File: src/rtl/apx_float_error_monitor.sv
// ---------------------------------------------------------------------------
// apx_float_error_monitor
//
// Pairs the accurate and approximate float32 adder results, measures their
// distance in units in the last place (ULP) and keeps running statistics for
// error characterisation. Each pair goes through four states:
//   WAIT   - capture each input word on its own stb/ack handshake
//   DIFF   - compute the ULP distance and the bitwise mismatch flag
//   UPDATE - register the per-sample result and update the statistics
//   REPORT - present the result on result_stb until result_ack is sampled
//
// Optional feature (compile-time macro APX_ERR_SUM_EN): adds a 48-bit
// saturating accumulator ulp_sum of all ULP errors, with its own port.
//
// Parameters
//   CNT_W    width of the saturating statistics counters
//   ULP_TOL  a sample is out of tolerance when its ULP error exceeds this
//
// Ports
//   clk, rst                      clock (rising edge), async active-low reset
//   acc_z / acc_z_stb / acc_z_ack accurate result handshake (input channel)
//   apx_z / apx_z_stb / apx_z_ack approximate result handshake (input channel)
//   ulp_err, mismatch             result of the last completed pair
//   result_stb / result_ack       per-sample result handshake (output channel)
//   sample_cnt                    pairs completed
//   mismatch_cnt                  pairs that differ bitwise
//   tol_fail_cnt                  pairs with ulp_err > ULP_TOL
//   max_ulp_err                   largest ulp_err since reset
//   ulp_sum                       accumulated ULP error (APX_ERR_SUM_EN only)
// ---------------------------------------------------------------------------
module apx_float_error_monitor #(
    parameter int          CNT_W   = 16,
    parameter logic [31:0] ULP_TOL = 32'd0
) (
    input  logic             clk,
    input  logic             rst,
    input  logic [31:0]      acc_z,
    input  logic             acc_z_stb,
    output logic             acc_z_ack,
    input  logic [31:0]      apx_z,
    input  logic             apx_z_stb,
    output logic             apx_z_ack,
    output logic [31:0]      ulp_err,
    output logic             mismatch,
    output logic             result_stb,
    input  logic             result_ack,
    output logic [CNT_W-1:0] sample_cnt,
    output logic [CNT_W-1:0] mismatch_cnt,
    output logic [CNT_W-1:0] tol_fail_cnt,
`ifdef APX_ERR_SUM_EN
    output logic [47:0]      ulp_sum,
`endif
    output logic [31:0]      max_ulp_err
);

    typedef enum logic [1:0] {
        WAIT   = 2'd0,
        DIFF   = 2'd1,
        UPDATE = 2'd2,
        REPORT = 2'd3
    } state_t;

    state_t state;
    state_t state_next;

    // Goes high on the first clock edge after reset release; keeps both
    // acks low while the monitor is held in (or just leaving) reset.
    logic        ready;

    logic        acc_held;
    logic        apx_held;
    logic [31:0] acc_q;
    logic [31:0] apx_q;
    logic        acc_fire;
    logic        apx_fire;

    logic signed [32:0] key_acc;
    logic signed [32:0] key_apx;
    logic signed [33:0] key_delta;
    logic [31:0]        d_calc;
    logic               mm_calc;

    logic [31:0]        d_p1;
    logic               mm_p1;

    // -----------------------------------------------------------------------
    // Helper functions
    // -----------------------------------------------------------------------
    function automatic logic is_nan(input logic [31:0] z);
        return (z[30:23] == 8'hFF) && (z[22:0] != 23'd0);
    endfunction

    // Maps a float onto a signed integer line so that adjacent
    // representable values differ by exactly one; +0 and -0 both map to 0.
    function automatic logic signed [32:0] ulp_key(input logic [31:0] z);
        logic signed [32:0] mag;
        mag = {2'b00, z[30:0]};
        return z[31] ? -mag : mag;
    endfunction

    function automatic logic [31:0] abs_sat(input logic signed [33:0] v);
        logic [33:0] m;
        m = v[33] ? 34'(-v) : 34'(v);
        if (m[33:32] != 2'b00) begin
            return 32'hFFFF_FFFF;
        end
        return m[31:0];
    endfunction

    function automatic logic [CNT_W-1:0] sat_inc(input logic [CNT_W-1:0] c);
        return (&c) ? c : c + 1'b1;
    endfunction

`ifdef APX_ERR_SUM_EN
    function automatic logic [47:0] sat_add48(input logic [47:0] s,
                                              input logic [31:0] d);
        logic [48:0] t;
        t = {1'b0, s} + {17'd0, d};
        return t[48] ? 48'hFFFF_FFFF_FFFF : t[47:0];
    endfunction
`endif

    // -----------------------------------------------------------------------
    // FSM: next state and handshake outputs
    // -----------------------------------------------------------------------
    always_comb begin
        state_next = state;
        acc_z_ack  = 1'b0;
        apx_z_ack  = 1'b0;
        result_stb = 1'b0;
        case (state)
            WAIT: begin
                acc_z_ack = ready && !acc_held;
                apx_z_ack = ready && !apx_held;
                if (acc_held && apx_held) begin
                    state_next = DIFF;
                end
            end
            DIFF: begin
                state_next = UPDATE;
            end
            UPDATE: begin
                state_next = REPORT;
            end
            REPORT: begin
                result_stb = 1'b1;
                if (result_ack) begin
                    state_next = WAIT;
                end
            end
            default: begin
                state_next = WAIT;
            end
        endcase
    end

    assign acc_fire = acc_z_stb && acc_z_ack;
    assign apx_fire = apx_z_stb && apx_z_ack;

    always_ff @(posedge clk or negedge rst) begin
        if (!rst) begin
            state <= WAIT;
            ready <= 1'b0;
        end else begin
            state <= state_next;
            ready <= 1'b1;
        end
    end

    // -----------------------------------------------------------------------
    // Stage 0: independent capture of the two input words
    // -----------------------------------------------------------------------
    always_ff @(posedge clk or negedge rst) begin
        if (!rst) begin
            acc_held <= 1'b0;
            apx_held <= 1'b0;
            acc_q    <= 32'd0;
            apx_q    <= 32'd0;
        end else begin
            if (acc_fire) begin
                acc_q    <= acc_z;
                acc_held <= 1'b1;
            end
            if (apx_fire) begin
                apx_q    <= apx_z;
                apx_held <= 1'b1;
            end
            // Release both words as the FSM returns to WAIT so the acks
            // re-assert in the first WAIT cycle.
            if (state == REPORT && result_ack) begin
                acc_held <= 1'b0;
                apx_held <= 1'b0;
            end
        end
    end

    // -----------------------------------------------------------------------
    // Stage 1: ULP distance (evaluated in DIFF)
    // -----------------------------------------------------------------------
    always_comb begin
        key_acc   = ulp_key(acc_q);
        key_apx   = ulp_key(apx_q);
        key_delta = {key_acc[32], key_acc} - {key_apx[32], key_apx};
        d_calc    = abs_sat(key_delta);
        // A NaN has no position on the number line: two NaNs count as
        // agreeing, a single NaN as the worst possible error.
        if (is_nan(acc_q) && is_nan(apx_q)) begin
            d_calc = 32'd0;
        end else if (is_nan(acc_q) != is_nan(apx_q)) begin
            d_calc = 32'hFFFF_FFFF;
        end
        mm_calc = (acc_q != apx_q);
    end

    always_ff @(posedge clk or negedge rst) begin
        if (!rst) begin
            d_p1  <= 32'd0;
            mm_p1 <= 1'b0;
        end else if (state == DIFF) begin
            d_p1  <= d_calc;
            mm_p1 <= mm_calc;
        end
    end

    // -----------------------------------------------------------------------
    // Stage 2: per-sample result and statistics (committed in UPDATE)
    // -----------------------------------------------------------------------
    always_ff @(posedge clk or negedge rst) begin
        if (!rst) begin
            ulp_err      <= 32'd0;
            mismatch     <= 1'b0;
            sample_cnt   <= '0;
            mismatch_cnt <= '0;
            tol_fail_cnt <= '0;
            max_ulp_err  <= 32'd0;
        end else if (state == UPDATE) begin
            ulp_err    <= d_p1;
            mismatch   <= mm_p1;
            sample_cnt <= sat_inc(sample_cnt);
            if (mm_p1) begin
                mismatch_cnt <= sat_inc(mismatch_cnt);
            end
            if (d_p1 > ULP_TOL) begin
                tol_fail_cnt <= sat_inc(tol_fail_cnt);
            end
            if (d_p1 > max_ulp_err) begin
                max_ulp_err <= d_p1;
            end
        end
    end

`ifdef APX_ERR_SUM_EN
    always_ff @(posedge clk or negedge rst) begin
        if (!rst) begin
            ulp_sum <= 48'd0;
        end else if (state == UPDATE) begin
            ulp_sum <= sat_add48(ulp_sum, d_p1);
        end
    end
`endif

endmodule

File: config.mk
export PLATFORM = sky130hd
export DESIGN_NAME = apx_float_error_monitor
export DESIGN_NICKNAME = d
export VERILOG_FILES = /design/src/rtl/apx_float_error_monitor.sv
export SDC_FILE = /design/constraint.sdc
export NUM_CORES = 1
export LEC_CHECK = 0
export ABC_AREA = 1
export CAP_MARGIN = 20
export CELL_PAD_IN_SITES_DETAIL_PLACEMENT = 1
export CELL_PAD_IN_SITES_GLOBAL_PLACEMENT = 1
export CORE_AREA = 2 2 199 181
export DETAILED_ROUTE_END_ITERATION = 6
export DIE_AREA = 0 0 201 183
export PLACE_DENSITY_LB_ADDON = 0.15
export SYNTH_ARGS = -nofsm -noshare
export SYNTH_HDL_FRONTEND = slang
export SYNTH_SLANG_ARGS = --single-unit
export TNS_END_PERCENT = 5
File: constraint.sdc
create_clock -name clk -period 7.6 [get_ports clk]
set_input_delay 0.76 -clock clk [delete_from_list [all_inputs] [get_ports clk]]
set_output_delay 0.76 -clock clk [all_outputs]
set_load 0.01 [all_outputs]
==> Implementation_results.wiki <==
{| class="wikitable"
! Metric !! Value
|-
| Post-CTS Hold Fix Bufs || 0
|-
| Clock root buffer master || sky130_fd_sc_hd__clkbuf_16
|-
| Global routing usage summed across all routing layers || 28.7%
|-
| Critical Setup Path Class || reg -> reg
|-
| Floorplan die width || 201 um
|-
| Worst endpoint data arrival time || 6420 ps
|-
| Maximum clock frequency || 167 MHz
|-
| Most used flip-flop cell after synthesis || sky130_fd_sc_hd__dfrtp_1
|-
| Clock Skews || 33.8 ps
|-
| Layout cell share with drive strength beyond 1 || 5.66%
|-
| DRT iter0 DRCs || 854
|-
| Endpoint required time on the critical path || 8040 ps
|-
| Starting utilization of the core area || 43.4%
|-
| Final #Nets || 2479
|-
| Cell type with the highest occurrence count on the critical path || sky130_fd_sc_hd__nand2_1
|-
| Synth top area cells || sky130_fd_sc_hd__dfrtp_1 36%, sky130_fd_sc_hd__nand2_1 15%, sky130_fd_sc_hd__inv_1 7.9%, sky130_fd_sc_hd__ha_1 6.4%, sky130_fd_sc_hd__nor2_1 4.9%
|-
| Max-slew headroom || 28.3%
|-
| Share of the cycle needed by the critical path after routing || 78.7%
|-
| Post-synthesis cell area || 0.0151 sq mm
|-
| Pin count of the biggest net entering global routing || 106
|-
| Routed vias || 14.8k
|-
| Number of antenna violations at the first check in global routing || 0
|-
| Total Negative Setup Slacks || 0 ps
|-
| Distinct cell type count after synthesis || 47
|-
| DRC violation count after routing || 0
|-
| Total gr overflow || 0
|-
| CTS clock-pin slew for the worst setup and hold paths || 60 ps
|-
| Number of synthesized flops with an enable pin || 0
|-
| Post-synthesis cell type with the largest combined area || sky130_fd_sc_hd__dfrtp_1
|-
| Count of standard-cell rows || 65
|-
| Reported max-cap violation count || 0
|-
| Type of destination of the critical path || flop
|-
| Transition at the pin with the smallest max-transition slack || 1070 ps
|-
| Final setup fails || 0
|-
| Vias in the first global route || 15.4k
|-
| Synthesized Nets || 2309
|-
| Max H-tree Level || 1
|-
| Core area || 0.0347 sq mm
|-
| Routed vias/inst || 5.24
|-
| Final critical path time including I/O delays and setup || 5980 ps
|-
| Count of synthesis-stage warnings from yosys || 0
|-
| CTS-repair resized insts || 0
|-
| Number of ports placed on the die boundary || 185
|-
| Weighted congestion at the end of routability-driven global placement || 0.927
|-
| Post-detail-place hpwl || 41200 um
|-
| Fraction of registers with async set/reset || 100%
|-
| Crit path max-delay cell type || sky130_fd_sc_hd__nor4_1
|-
| Syn-to-layout area delta || 21.2%
|-
| Worst hold path type || in -> async
|-
| Setup repair after global routing missed its margin || false
|-
| TritonCTS clock tree || built
|-
| Wire length per cell || 18.6 um
|-
| Register bit count reported by yosys || 215
|-
| Pins over their slew limit || 0
|-
| Fraction of the core area covered by cells at the end of the flow || 52.6%
|-
| Synth Area per Inst || 6.98 sq um
|-
| Biggest fanout along the worst timing path || 26
|-
| Sequential element share of the synthesized area || 35.7%
|-
| Final wirelength || 52400 um
|-
| Postcts setup bufs || 0
|-
| Number of buffers created by CTS || 26
|-
| Height of the die || 183 um
|-
| Antenna diode count || 0
|-
| Crit-path max cell delay || 540 ps
|-
| First-pass GRT wire length || 84300 um
|-
| CTS max path bufs || 3
|-
| CP Launch Type || flop
|-
| Number of routed nets with antenna violations || 0
|-
| Die Outline Area || 0.0368 sq mm
|-
| Number of clock sinks seen by CTS || 215
|-
| Insertion delay of the later-clocked pin in the worst-skew pair || 570 ps
|-
| FILL cells || 4515
|-
| Drt pass-1 iters || 5
|-
| Area share of the largest cell type after synthesis || 35.7%
|-
| Status || completed
|-
| Post-Syn Instances || 2162
|-
| Endpoints failing hold || 0
|-
| Count of buffers from port buffering || 184
|}
[area by class of cell]
class	count	area, sq um	share of cell area, %
inverter	329	1230	6.76
timing repair buffer	191	1940	10.6
sequential	215	5380	29.4
tap	469	587	3.21
clock inverter	10	138	0.753
multi-input combinational	1569	8270	45.2
clock buffer	34	731	4.00
[layer usage]
metal / vias to the layer above / track usage (%) / routed length [um]
li1: 7166 / - / -
met1: 7236 / 39.1 / 24400
met2: 283 / 48.0 / 24400
met3: 69 / 4.14 / 2250
met4: 0 / 7.35 / 1380
met5: - / 0 / 0
[cell usage in the layout (no fill, tap or decap), types with 13 or more instances in the layout]
cell / Yosys / layout
sky130_fd_sc_hd__nand4_1: 38 / 38
sky130_fd_sc_hd__inv_1: 318 / 317
sky130_fd_sc_hd__nand2_1: 622 / 621
sky130_fd_sc_hd__o22ai_1: 13 / 13
sky130_fd_sc_hd__nand3_1: 106 / 105
sky130_fd_sc_hd__nor3_1: 33 / 33
sky130_fd_sc_hd__nand2_2: 39 / 40
sky130_fd_sc_hd__a21oi_1: 86 / 86
sky130_fd_sc_hd__dfrtp_1: 215 / 215
sky130_fd_sc_hd__nor2_1: 197 / 196
sky130_fd_sc_hd__nand3b_1: 13 / 13
sky130_fd_sc_hd__clkbuf_16: 0 / 26
sky130_fd_sc_hd__clkdlybuf4s50_1: 0 / 183
sky130_fd_sc_hd__ha_1: 77 / 77
sky130_fd_sc_hd__xor2_1: 82 / 82
sky130_fd_sc_hd__xnor2_1: 38 / 38
sky130_fd_sc_hd__o21ai_0: 145 / 145
[registers in the layout (all words and copies together), names as in the netlist]
register,cells
state,2
apx_held,1
mismatch,1
acc_held,1
apx_q,32
acc_q,32
max_ulp_err,32
tol_fail_cnt,16
mm_p1,1
ready,1
ulp_err,32
sample_cnt,16
mismatch_cnt,16
d_p1,32
[path summary, 6_finish.rpt]
check	start	cells after the start	slack (ps)	end
hold / removal	rst	1	270	acc_q[9]
hold reg to reg	mismatch	2	470	mismatch
setup reg to reg	acc_q[1]	30	1620	d_p1[18]
setup / recovery	acc_q[1]	30	1620	d_p1[18]
max in group asynchronous	rst	2	5990	acc_q[17]
min in group clk	mismatch	2	470	mismatch
[per-stage QoR]
step / instance area (sq um) / setup WS [ps] / instances / hold slack (ps)
2_1_floorplan: 15100 / 3260 / 2162 / 464
3_3_place_gp: 17300 / 2060 / 2770 / 462
3_5_place_dp: 17300 / 1830 / 2770 / 458
4_1_cts: 18200 / 1710 / 2814 / 288
5_1_grt: 18300 / 941 / 2817 / 336
6_report: 18300 / 1620 / 2817 / 274
[Yosys cell counts (5+ instances only)]
library cell,n
sky130_fd_sc_hd__inv_2,8
sky130_fd_sc_hd__o21ai_0,145
sky130_fd_sc_hd__nand2_2,39
sky130_fd_sc_hd__a21oi_1,86
sky130_fd_sc_hd__inv_1,318
sky130_fd_sc_hd__nor2_2,11
sky130_fd_sc_hd__nor2_1,197
sky130_fd_sc_hd__a31oi_1,6
sky130_fd_sc_hd__nand3b_1,13
sky130_fd_sc_hd__xor2_1,82
sky130_fd_sc_hd__o22ai_1,13
sky130_fd_sc_hd__nor4_1,12
sky130_fd_sc_hd__nor2_4,8
sky130_fd_sc_hd__xnor2_1,38
sky130_fd_sc_hd__nor3_1,33
sky130_fd_sc_hd__clkbuf_1,42
sky130_fd_sc_hd__nand3_2,5
sky130_fd_sc_hd__nand2_1,622
sky130_fd_sc_hd__dfrtp_1,215
sky130_fd_sc_hd__ha_1,77
sky130_fd_sc_hd__nand4_1,38
sky130_fd_sc_hd__nand3_1,106
sky130_fd_sc_hd__mux2_2,7
[critical path: cells and delay by family, from the launching register on]
family                   cells  cell delay (ps)
AO/OA/AOI/OAI                1              150
buffers and inverters        3              390
adder cells (fa/ha/maj)      2              580
XOR/XNOR                     1              180
AND/OR/NAND/NOR             23             4150
flip-flops                   1              380
[cells by family (layout without fill, tap and decap cells)]
| kind of cell | Yosys count | count (layout) | share of synthesized area, % |
|---|---|---|---|
| mux | 7 | 7 | 0.523 |
| flops | 215 | 215 | 35.7 |
| simple gates | 1094 | 1094 | 31.2 |
| buf+inv | 378 | 564 | 9.59 |
| fa+ha+maj | 78 | 78 | 6.52 |
| xor+xnor | 120 | 120 | 6.97 |
| compound gates | 269 | 269 | 9.47 |
| other cells | 1 | 1 | 0.0249 |
Power is not shown: default switching activity piles up to over one toggle a cycle in this logic, so the estimate is an artifact.
